==> config.mk <==
export PLATFORM = sky130hd
export DESIGN_NAME = dme_reply_gen
export DESIGN_NICKNAME = d
export VERILOG_FILES = /design/src/rtl/dme_pkg.sv /design/src/rtl/dme_edge_sync.sv /design/src/rtl/dme_reply_gen.sv
export SDC_FILE = /design/constraint.sdc
export NUM_CORES = 1
export LEC_CHECK = 0
export ABC_AREA = 1
export BUFFER_PORTS_ARGS = -buffer_cell sky130_fd_sc_hd__buf_2
export CORE_ASPECT_RATIO = 0.75
export CORE_MARGIN = 2
export CORE_UTILIZATION = 45
export CTS_BUF_LIST = sky130_fd_sc_hd__clkbuf_2
export CTS_CLUSTER_DIAMETER = 60
export CTS_CLUSTER_SIZE = 12
export DETAILED_ROUTE_END_ITERATION = 16
export GPL_TIMING_DRIVEN = 1
export PLACE_DENSITY = 0.65
export SLEW_MARGIN = 20
export SYNTH_ARGS = -nofsm -noshare
export SYNTH_HDL_FRONTEND = slang
export SYNTH_SLANG_ARGS = --single-unit
==> constraint.sdc <==
create_clock -name clk -period 3.1 [get_ports clk]
set_input_delay 0.775 -clock clk [delete_from_list [all_inputs] [get_ports clk]]
set_output_delay 0.775 -clock clk [all_outputs]
set_load 0.1 [all_outputs]
==> src/rtl/dme_pkg.sv <==
// dme_pkg: state encoding, synchroniser latency and X/Y channel timing constants (in microseconds)
// shared by the DME reply generator.
package dme_pkg;
    typedef enum logic [2:0] {IDLE, WAIT_P2, DELAY, REPLY_P1, GAP, REPLY_P2, DEAD} state_t;
    localparam int SYNC_LAT           = 2;
    localparam int X_SPACING_US       = 12;
    localparam int X_DELAY_US         = 50;
    localparam int Y_SPACING_US       = 36;
    localparam int Y_DELAY_US         = 56;
    localparam int Y_REPLY_SPACING_US = 30;
    function automatic int max2(input int a, input int b);
        return (a > b) ? a : b;
    endfunction
endpackage

==> src/rtl/dme_edge_sync.sv <==
// dme_edge_sync: two-flop synchroniser plus rising-edge strobe. A consumer acting on o_rise
// does so SYNC_LAT clk edges after the raw input was first sampled high.
module dme_edge_sync (
    input  logic clk,
    input  logic rst,
    input  logic i_async,
    output logic o_rise
);
    logic r_meta, r_sync, r_prev;
    always_ff @(posedge clk) begin
        if (rst) begin
            r_meta <= 1'b0;
            r_sync <= 1'b0;
            r_prev <= 1'b0;
        end else begin
            r_meta <= i_async;
            r_sync <= r_meta;
            r_prev <= r_sync;
        end
    end
    assign o_rise = r_sync & ~r_prev;
endmodule

==> src/rtl/dme_reply_gen.sv <==
// dme_reply_gen: DME ground responder - validates an interrogation pulse pair and emits a delayed reply pair.
// Optional: define DME_MODE_Y_EN to add the mode_y input and Y-channel timing.
module dme_reply_gen
    import dme_pkg::*;
#(
    parameter int CYC_PER_US      = 100,
    parameter int PAIR_SPACING_US = X_SPACING_US,
    parameter int SPACING_TOL_US  = 1,
    parameter int REPLY_DELAY_US  = X_DELAY_US,
    parameter int PULSE_WIDTH_CYC = 350,
    parameter int DEAD_TIME_US    = 60
) (
    input  logic        clk,
    input  logic        rst,
    input  logic        enable,
`ifdef DME_MODE_Y_EN
    input  logic        mode_y,
`endif
    input  logic        rx_pulse,
    output logic        tx_pulse,
    output logic        reply_busy,
    output logic        decode_err,
    output logic [15:0] reply_count
);
    localparam int X_LO     = (PAIR_SPACING_US - SPACING_TOL_US) * CYC_PER_US;
    localparam int X_HI     = (PAIR_SPACING_US + SPACING_TOL_US) * CYC_PER_US;
    localparam int X_DLY    = REPLY_DELAY_US * CYC_PER_US;
    localparam int X_RSP    = PAIR_SPACING_US * CYC_PER_US;
    localparam int Y_LO     = (Y_SPACING_US - SPACING_TOL_US) * CYC_PER_US;
    localparam int Y_HI     = (Y_SPACING_US + SPACING_TOL_US) * CYC_PER_US;
    localparam int Y_DLY    = Y_DELAY_US * CYC_PER_US;
    localparam int Y_RSP    = Y_REPLY_SPACING_US * CYC_PER_US;
    localparam int DEAD_CYC = DEAD_TIME_US * CYC_PER_US;
    localparam int MAX_CYC  = max2(max2(max2(X_HI, X_DLY), max2(Y_HI, Y_DLY)),
                                   max2(max2(X_RSP, Y_RSP), max2(DEAD_CYC, PULSE_WIDTH_CYC)));
    localparam int CW       = $clog2(MAX_CYC) + 1;

    if (PULSE_WIDTH_CYC >= X_RSP || PULSE_WIDTH_CYC >= Y_RSP) begin : g_bad_width
        $error("PULSE_WIDTH_CYC must be shorter than the reply pair spacing");
    end

    state_t        r_state, w_nxt;
    logic [CW-1:0] r_cnt, w_cnt_nxt, w_now, w_sp, w_lo, w_hi, w_dly, w_rsp;
    logic          w_rise, w_err, w_inc, r_tx, r_err;
    logic [15:0]   r_count;

    dme_edge_sync u_sync (.clk(clk), .rst(rst), .i_async(rx_pulse), .o_rise(w_rise));

`ifdef DME_MODE_Y_EN
    logic r_mode_y;
    always_ff @(posedge clk) begin
        if (rst) r_mode_y <= 1'b0;
        else if (r_state == IDLE && w_nxt == WAIT_P2) r_mode_y <= mode_y;
    end
    assign w_lo  = r_mode_y ? CW'(Y_LO)  : CW'(X_LO);
    assign w_hi  = r_mode_y ? CW'(Y_HI)  : CW'(X_HI);
    assign w_dly = r_mode_y ? CW'(Y_DLY) : CW'(X_DLY);
    assign w_rsp = r_mode_y ? CW'(Y_RSP) : CW'(X_RSP);
`else
    assign w_lo  = CW'(X_LO);
    assign w_hi  = CW'(X_HI);
    assign w_dly = CW'(X_DLY);
    assign w_rsp = CW'(X_RSP);
`endif

    // r_cnt holds cycles elapsed since the reference edge; w_now is that count at the coming edge,
    // and w_sp strips the synchroniser delay to give the raw-input spacing of a strobe seen now.
    assign w_now = r_cnt + CW'(1);
    assign w_sp  = w_now - CW'(SYNC_LAT);

    always_comb begin
        w_nxt     = r_state;
        w_cnt_nxt = w_now;
        w_err     = 1'b0;
        w_inc     = 1'b0;
        case (r_state)
            IDLE: begin
                w_cnt_nxt = '0;
                if (w_rise && enable) begin
                    w_nxt     = WAIT_P2;
                    w_cnt_nxt = CW'(SYNC_LAT);
                end
            end
            WAIT_P2: begin
                if (!enable) begin
                    w_nxt = IDLE;
                end else if (w_sp > w_hi) begin
                    w_nxt = IDLE;
                    w_err = 1'b1;
                end else if (w_rise) begin
                    w_nxt     = (w_sp < w_lo) ? WAIT_P2 : DELAY;
                    w_err     = (w_sp < w_lo);
                    w_cnt_nxt = CW'(SYNC_LAT);
                end
            end
            DELAY: begin
                if (w_now == w_dly) begin
                    w_nxt     = REPLY_P1;
                    w_cnt_nxt = '0;
                end
            end
            REPLY_P1: w_nxt = (w_now == CW'(PULSE_WIDTH_CYC)) ? GAP : REPLY_P1;
            GAP: begin
                if (w_now == w_rsp) begin
                    w_nxt     = REPLY_P2;
                    w_cnt_nxt = '0;
                end
            end
            REPLY_P2: begin
                if (w_now == CW'(PULSE_WIDTH_CYC)) begin
                    w_nxt     = DEAD;
                    w_cnt_nxt = '0;
                    w_inc     = 1'b1;
                end
            end
            DEAD: w_nxt = (w_now == CW'(DEAD_CYC)) ? IDLE : DEAD;
            default: w_nxt = IDLE;
        endcase
    end

    always_ff @(posedge clk) begin
        if (rst) begin
            r_state <= IDLE;
            r_cnt   <= '0;
            r_tx    <= 1'b0;
            r_err   <= 1'b0;
            r_count <= '0;
        end else begin
            r_state <= w_nxt;
            r_cnt   <= w_cnt_nxt;
            r_tx    <= (w_nxt == REPLY_P1) || (w_nxt == REPLY_P2);
            r_err   <= w_err;
            r_count <= r_count + {15'd0, w_inc};
        end
    end

    assign tx_pulse    = r_tx;
    assign decode_err  = r_err;
    assign reply_count = r_count;
    assign reply_busy  = (r_state != IDLE) && (r_state != WAIT_P2);
endmodule
== After elaboration in Yosys (flattened, before gate mapping) ==
Index checks and enable logic that the tools add are counted.
Word-level totals
  register bits after elaboration: 38
  bits in writable memories: 0
  memories: 0
  ROM bits: 0
  bits of input ports: 4
  bits in latches: 0
Cells by class
  add/subtract/negate cells: 3
  $lt $le $gt $ge: 2
  shift-type cells: 0
  reduce and logical (&&, ||, !) cells: 6
  divide/modulo/power cells: 0
  multiply operators: 0
  equality and inequality tests: 13
  muxes and demuxes: 23
  bitwise logic cells: 4
Operators with widths (count)
  two-way mux 14 bit: 6
  case mux 14 bit (5 select lines): 1
  equality test 14 x 13 -> 1 bit (second input constant): 2
  two-way mux 3 bit: 9
  case mux 3 bit (7 select lines): 1
  adder 16 x 1 -> 16 bit: 1
  adder 14 x 1 -> 14 bit (second input constant): 1
  equality test 14 x 11 -> 1 bit (second input constant): 1
  equality test 14 x 9 -> 1 bit (second input constant): 1
  > comparator 14 x 11 -> 1 bit (second input constant): 1
  < comparator 14 x 11 -> 1 bit (second input constant): 1
  subtractor 14 x 2 -> 14 bit (second input constant): 1
  equality test 3 bit (second input constant): 4
  equality test 3 x 2 -> 1 bit (second input constant): 3
  two-way mux 1 bit: 4
  two-way mux 2 bit: 2
  equality test 3 x 1 -> 1 bit (second input constant): 1
  zero test 3 bit: 1
  != test 3 x 1 -> 1 bit (second input constant): 1
  inverter 1 bit: 3
  nonzero test 3 bit: 1
  OR reduction 3 bit: 1
  logical AND 1 bit: 2
  bitwise AND 1 bit: 1
  logical OR 1 bit: 1

== Longest topological paths before layout ==
  depth in word-level cells: 10
  mapped depth: 25

== Hierarchy ==
From an unflattened synthesis, not the netlist that was laid out.
Unflattened totals
  cells, all modules: 447
  area, all modules: 2778.9 µm²
By module, submodules not included
  dme_reply_gen: times used 1, cells an instance 437, area each 2692.6 µm²
  dme_edge_sync: times used 1, cells an instance 10, area each 86.3 µm²

== Worst setup path before layout ==
OpenSTA, ideal clock, no wires.
  path type: register to register
  start point: reg r_cnt[0]
  end point: reg r_count[14], in the netlist reply_count[14]
  path buffers: 0
  cell stages (with the launch flop): 25
  setup slack: -0.292 ns
  period minus slack after synthesis: 3.392 ns
  required time: 2.977 ns
  arrival time: 3.270 ns
  cell sequence: dfxtp_1 ha_1 nand3_1 nor2_2 nand2_1 nand2_1 nand2_1 nor2_1 nand3_1 nor4_1 ha_1 ha_1 nand2_1 nor2_1 inv_1 nor3_1 nand2_1 inv_1 nand2_1 nor2_1 inv_1 nor2_1 nand3_1 o21ai_0 a21oi_1
On the way
  cells in the longest elaborated chain, start to end: 5
RTL lines
  from (decl): line dme_reply_gen.sv:43  | logic [CW-1:0] r_cnt, w_cnt_nxt, w_now, w_sp, w_lo, w_hi, w_dly, w_rsp;
  from (signal assigned): line dme_reply_gen.sv:130  | r_cnt <= w_cnt_nxt;
  adder 14 x 1 -> 14 bit: line dme_reply_gen.sv:68  | assign w_now = r_cnt + CW'(1);
  equality test 14 x 9 -> 1 bit: line dme_reply_gen.sv:110  | if (w_now == CW'(PULSE_WIDTH_CYC)) begin
  two-way mux 1 bit: line dme_reply_gen.sv:110
  two-way mux 1 bit: line dme_reply_gen.sv:76  | case (r_state)
  adder 16 x 1 -> 16 bit: line dme_reply_gen.sv:133  | r_count <= r_count + {15'd0, w_inc};
  to (signal assigned): line dme_reply_gen.sv:133
  to (decl): line dme_reply_gen.sv:45  | logic [15:0] r_count;
No other way between the ends.
A chain may end at the register's enable or synchronous reset.

== Worst setup path after layout ==
Same ends and word-level chain as after synthesis.

==> flow_summary.ini <==
[outcome]
status = finished, violations left
violations = negative setup slack

[finish]
area_growth_pct = 32.8
layout.nets = 515
diodes = 0
finalCoreUtilization_pct = 63.3
drive_gt1_share_pct = 33.7
fillers = 532

[synth]
synth.largest_area_cell = dfxtp_1
ys_top_cells_by_area = dfxtp_1 29%, nand2_1 16%, inv_1 9.0%
ys_ff_latch = 38
synth_common_cells = 112 x nand2_1, 62 x inv_1, 62 x nor2_1
syn_avg_cell_area_sq_um = 6.09
syn-cell-area_sq_um = 2590
synth-edff-count = 0
async_flop_share_pct = 0
ys_seq_area_share_pct = 29.3
synth_cells = 426
yosysUniqueCellTypes = 30
synth_top_area_share_pct = 29.3
synth_most_common_cell = nand2_1
synthFlopType = dfxtp_1
yosysWarnings = 0
synthesis.nets = 435

[clock_tree]
cts_tree = done
clk_pin_slew_ns = 0.21
worstSkewPairLatency_ns = 0.39
h-tree-depth = 2
holdBufCountCts = 0
clock-sinks = 38
clk_path_buf_depth = 2
clockRootBuffer = clkbuf_2
numCtsBuffers = 5

[timing]
rsz0062_at_grt = yes
fin_crit_sh_pct = 103
fin_worst_skew_ns = 0.0207
worst_pin_slew_ns = 0.599
finalHoldViolations = 0
fmax_mhz = 314
setup_ws_ns = -0.0822
min_period_ns = 3.18
slew_viol_final = 0
max_slew_margin_pct = 59.7
setup_viol = 2

[power]
power.total_mw = 0.753
peakVddDrop_v = 0.000143
p_per_area_nw_per_um2 = 219
cellLeakagePower_nw = 1.71

[drt]
vias_per_cell = 4.89
routedWlPerCell_um = 12.4
vias = 2848
wl_um = 7200
drc = 0
dr.pass1.iters = 5
final_antenna_net_count = 0
dr.first_iter.drc_count = 117

[global_routing]
grt_pass1_wl_um = 11600
grt_usage_pct = 22.4
grt_pass1_vias = 2498
antenna_found_initial = 0
overflow = 0
grt_max_degree = 18

[critical_path]
r2r_slack_ns = -0.08
critical_path_class = reg -> reg
startpoint_type = flop
rr_endpoint = reply_count[14]$_SDFF_PP0_
arrival_ns = 3.49
r2r-start = r_cnt[0]$_SDFF_PP0_
critPathCaptureType = flop
path_max_fanout = 6
startpoint = r_cnt[0]$_SDFF_PP0_
reg2regPathDepth = 24
critPathRequiredTime_ns = 3.41

[die]
rows = 23
pin_count = 23
initial_core_util_pct = 47.7
fp.dieW_um = 91.6
coreArea_sq_um = 5440
dieHeight_um = 69.7
dieArea_sq_um = 6390

[hold_path]
hold_depth = 2
min_to = u_sync.r_sync$_SDFF_PP0_
holdCritStartpoint = u_sync.r_meta$_SDFF_PP0_
worstHoldPathType = reg -> reg

[place]
gp_congestion = 0.919
hpwl_um = 5570
port_buffers = 22

[flow_run]
maxCapViolCount = 0
[critical path, stage by stage (launching register included)]
cell and delay [ns]:
dfxtp_4 0.43, ha_4 0.21, nand2_4 0.08, nor2_4 0.17, nand3_2 0.10, nand2_2 0.10, inv_2 0.05, nor3_2 0.13
nand3_2 0.13, nor4_4 0.20, ha_2 0.26, ha_4 0.14, nand2_2 0.06, nor2_1 0.10, inv_1 0.08, nor3_2 0.13
nand2_1 0.08, inv_2 0.07, nand2_2 0.05, nor2_2 0.09, inv_2 0.08, nor2_4 0.09, nand3_1 0.10, o21ai_1 0.13
a21oi_1 0.06
[placed cells by master, fill, tap and decap left out, types with 2 or more instances in the layout]
master / Yosys / layout
dfxtp_4: 0 / 4
ha_1: 5 / 2
inv_2: 2 / 6
nand3_2: 1 / 5
dfxtp_2: 0 / 3
a21oi_1: 14 / 14
ha_4: 0 / 2
nand2_4: 1 / 3
o21ai_1: 0 / 2
nand2_1: 112 / 103
inv_1: 62 / 58
nor2_2: 15 / 21
nand3_1: 37 / 31
clkinv_2: 1 / 2
dfxtp_1: 38 / 31
nor3_2: 0 / 2
buf_4: 0 / 54
nor4_1: 6 / 5
nand2_2: 17 / 24
xor2_1: 4 / 3
nand4_1: 11 / 11
buf_2: 0 / 22
nand3_4: 0 / 2
nor3_1: 12 / 10
clkbuf_2: 0 / 5
o21ai_0: 10 / 8
nor2_4: 4 / 8
nor2_1: 62 / 52
[routing by layer]
layer | global-route usage, % | routed length [um]
met1 | 35.3 | 3730
met2 | 31.7 | 2990
met3 | 4.35 | 437
met4 | 3.54 | 40
met5 | 0 | 0
[worst max-delay path by stage]
stage / endpoint / slack, ns / cells past startpoint
floorplan: reply_count[15]$_SDFF_PP0_ / -0.11 / 22
global placement: reply_count[14]$_SDFF_PP0_ / -0.09 / 24
detailed placement: reply_count[14]$_SDFF_PP0_ / -0.16 / 24
CTS: reply_count[14]$_SDFF_PP0_ / 0.002 / 23
global route: reply_count[14]$_SDFF_PP0_ / -0.29 / 24
finish: reply_count[14]$_SDFF_PP0_ / -0.08 / 24
[power breakdown]
group          internal, mW  switching [mW]  total [mW]
Sequential            0.488         0.00143       0.490
Clock                0.0528           0.176       0.229
Combinational        0.0107          0.0235      0.0342
[kinds of logic after synthesis]
logic type | share of synthesized area (%)
xor gates and xnor gates | 1.69
adders and majority gates | 2.41
and+or+nand+nor | 50.6
AOI/OAI and AO/OA | 5.79
DFF | 29.3
buffers and inverters | 10.2
[state kept, by name, indices dropped and copies added (netlist names)]
register / cells
r_cnt: 14
u_sync.r_sync: 1
reply_count: 16
tx_pulse: 1
u_sync.r_prev: 1
u_sync.r_meta: 1
decode_err: 1
r_state: 3
[through the flow]
step,setup TNS [ns],area (sq um),setup slack (ns),cells,hold WS (ns)
after floorplan,-0.169,2700,-0.108,426,0.388
after global placement,-0.160,3190,-0.0870,561,0.400
after detailed placement,-0.360,3190,-0.160,561,0.399
after CTS,0,3280,0.00234,571,0.424
after global routing,-2.37,3440,-0.291,582,0.458
final,-0.102,3440,-0.0822,582,0.421
[layout make-up]
type                       count  area (sq um)  area share, %
inverter                      65           245           7.12
multi-input combinational    320          1770           51.4
sequential                    38           779           22.6
tap                           75          93.8           2.73
timing repair buffer          76           515           15.0
clock inverter                 3          15.0          0.436
clock buffer                   5          25.0          0.727
[what timing repair did]
action | 4_1_cts | 5_1_grt
setup endpoints to repair | 4 | 16
gates resized for setup | 10 | 24
cloned | 0 | 0
pin swaps | 8 | 15
setup buffers | 2 | 11
(Power assumes the default switching activity.)
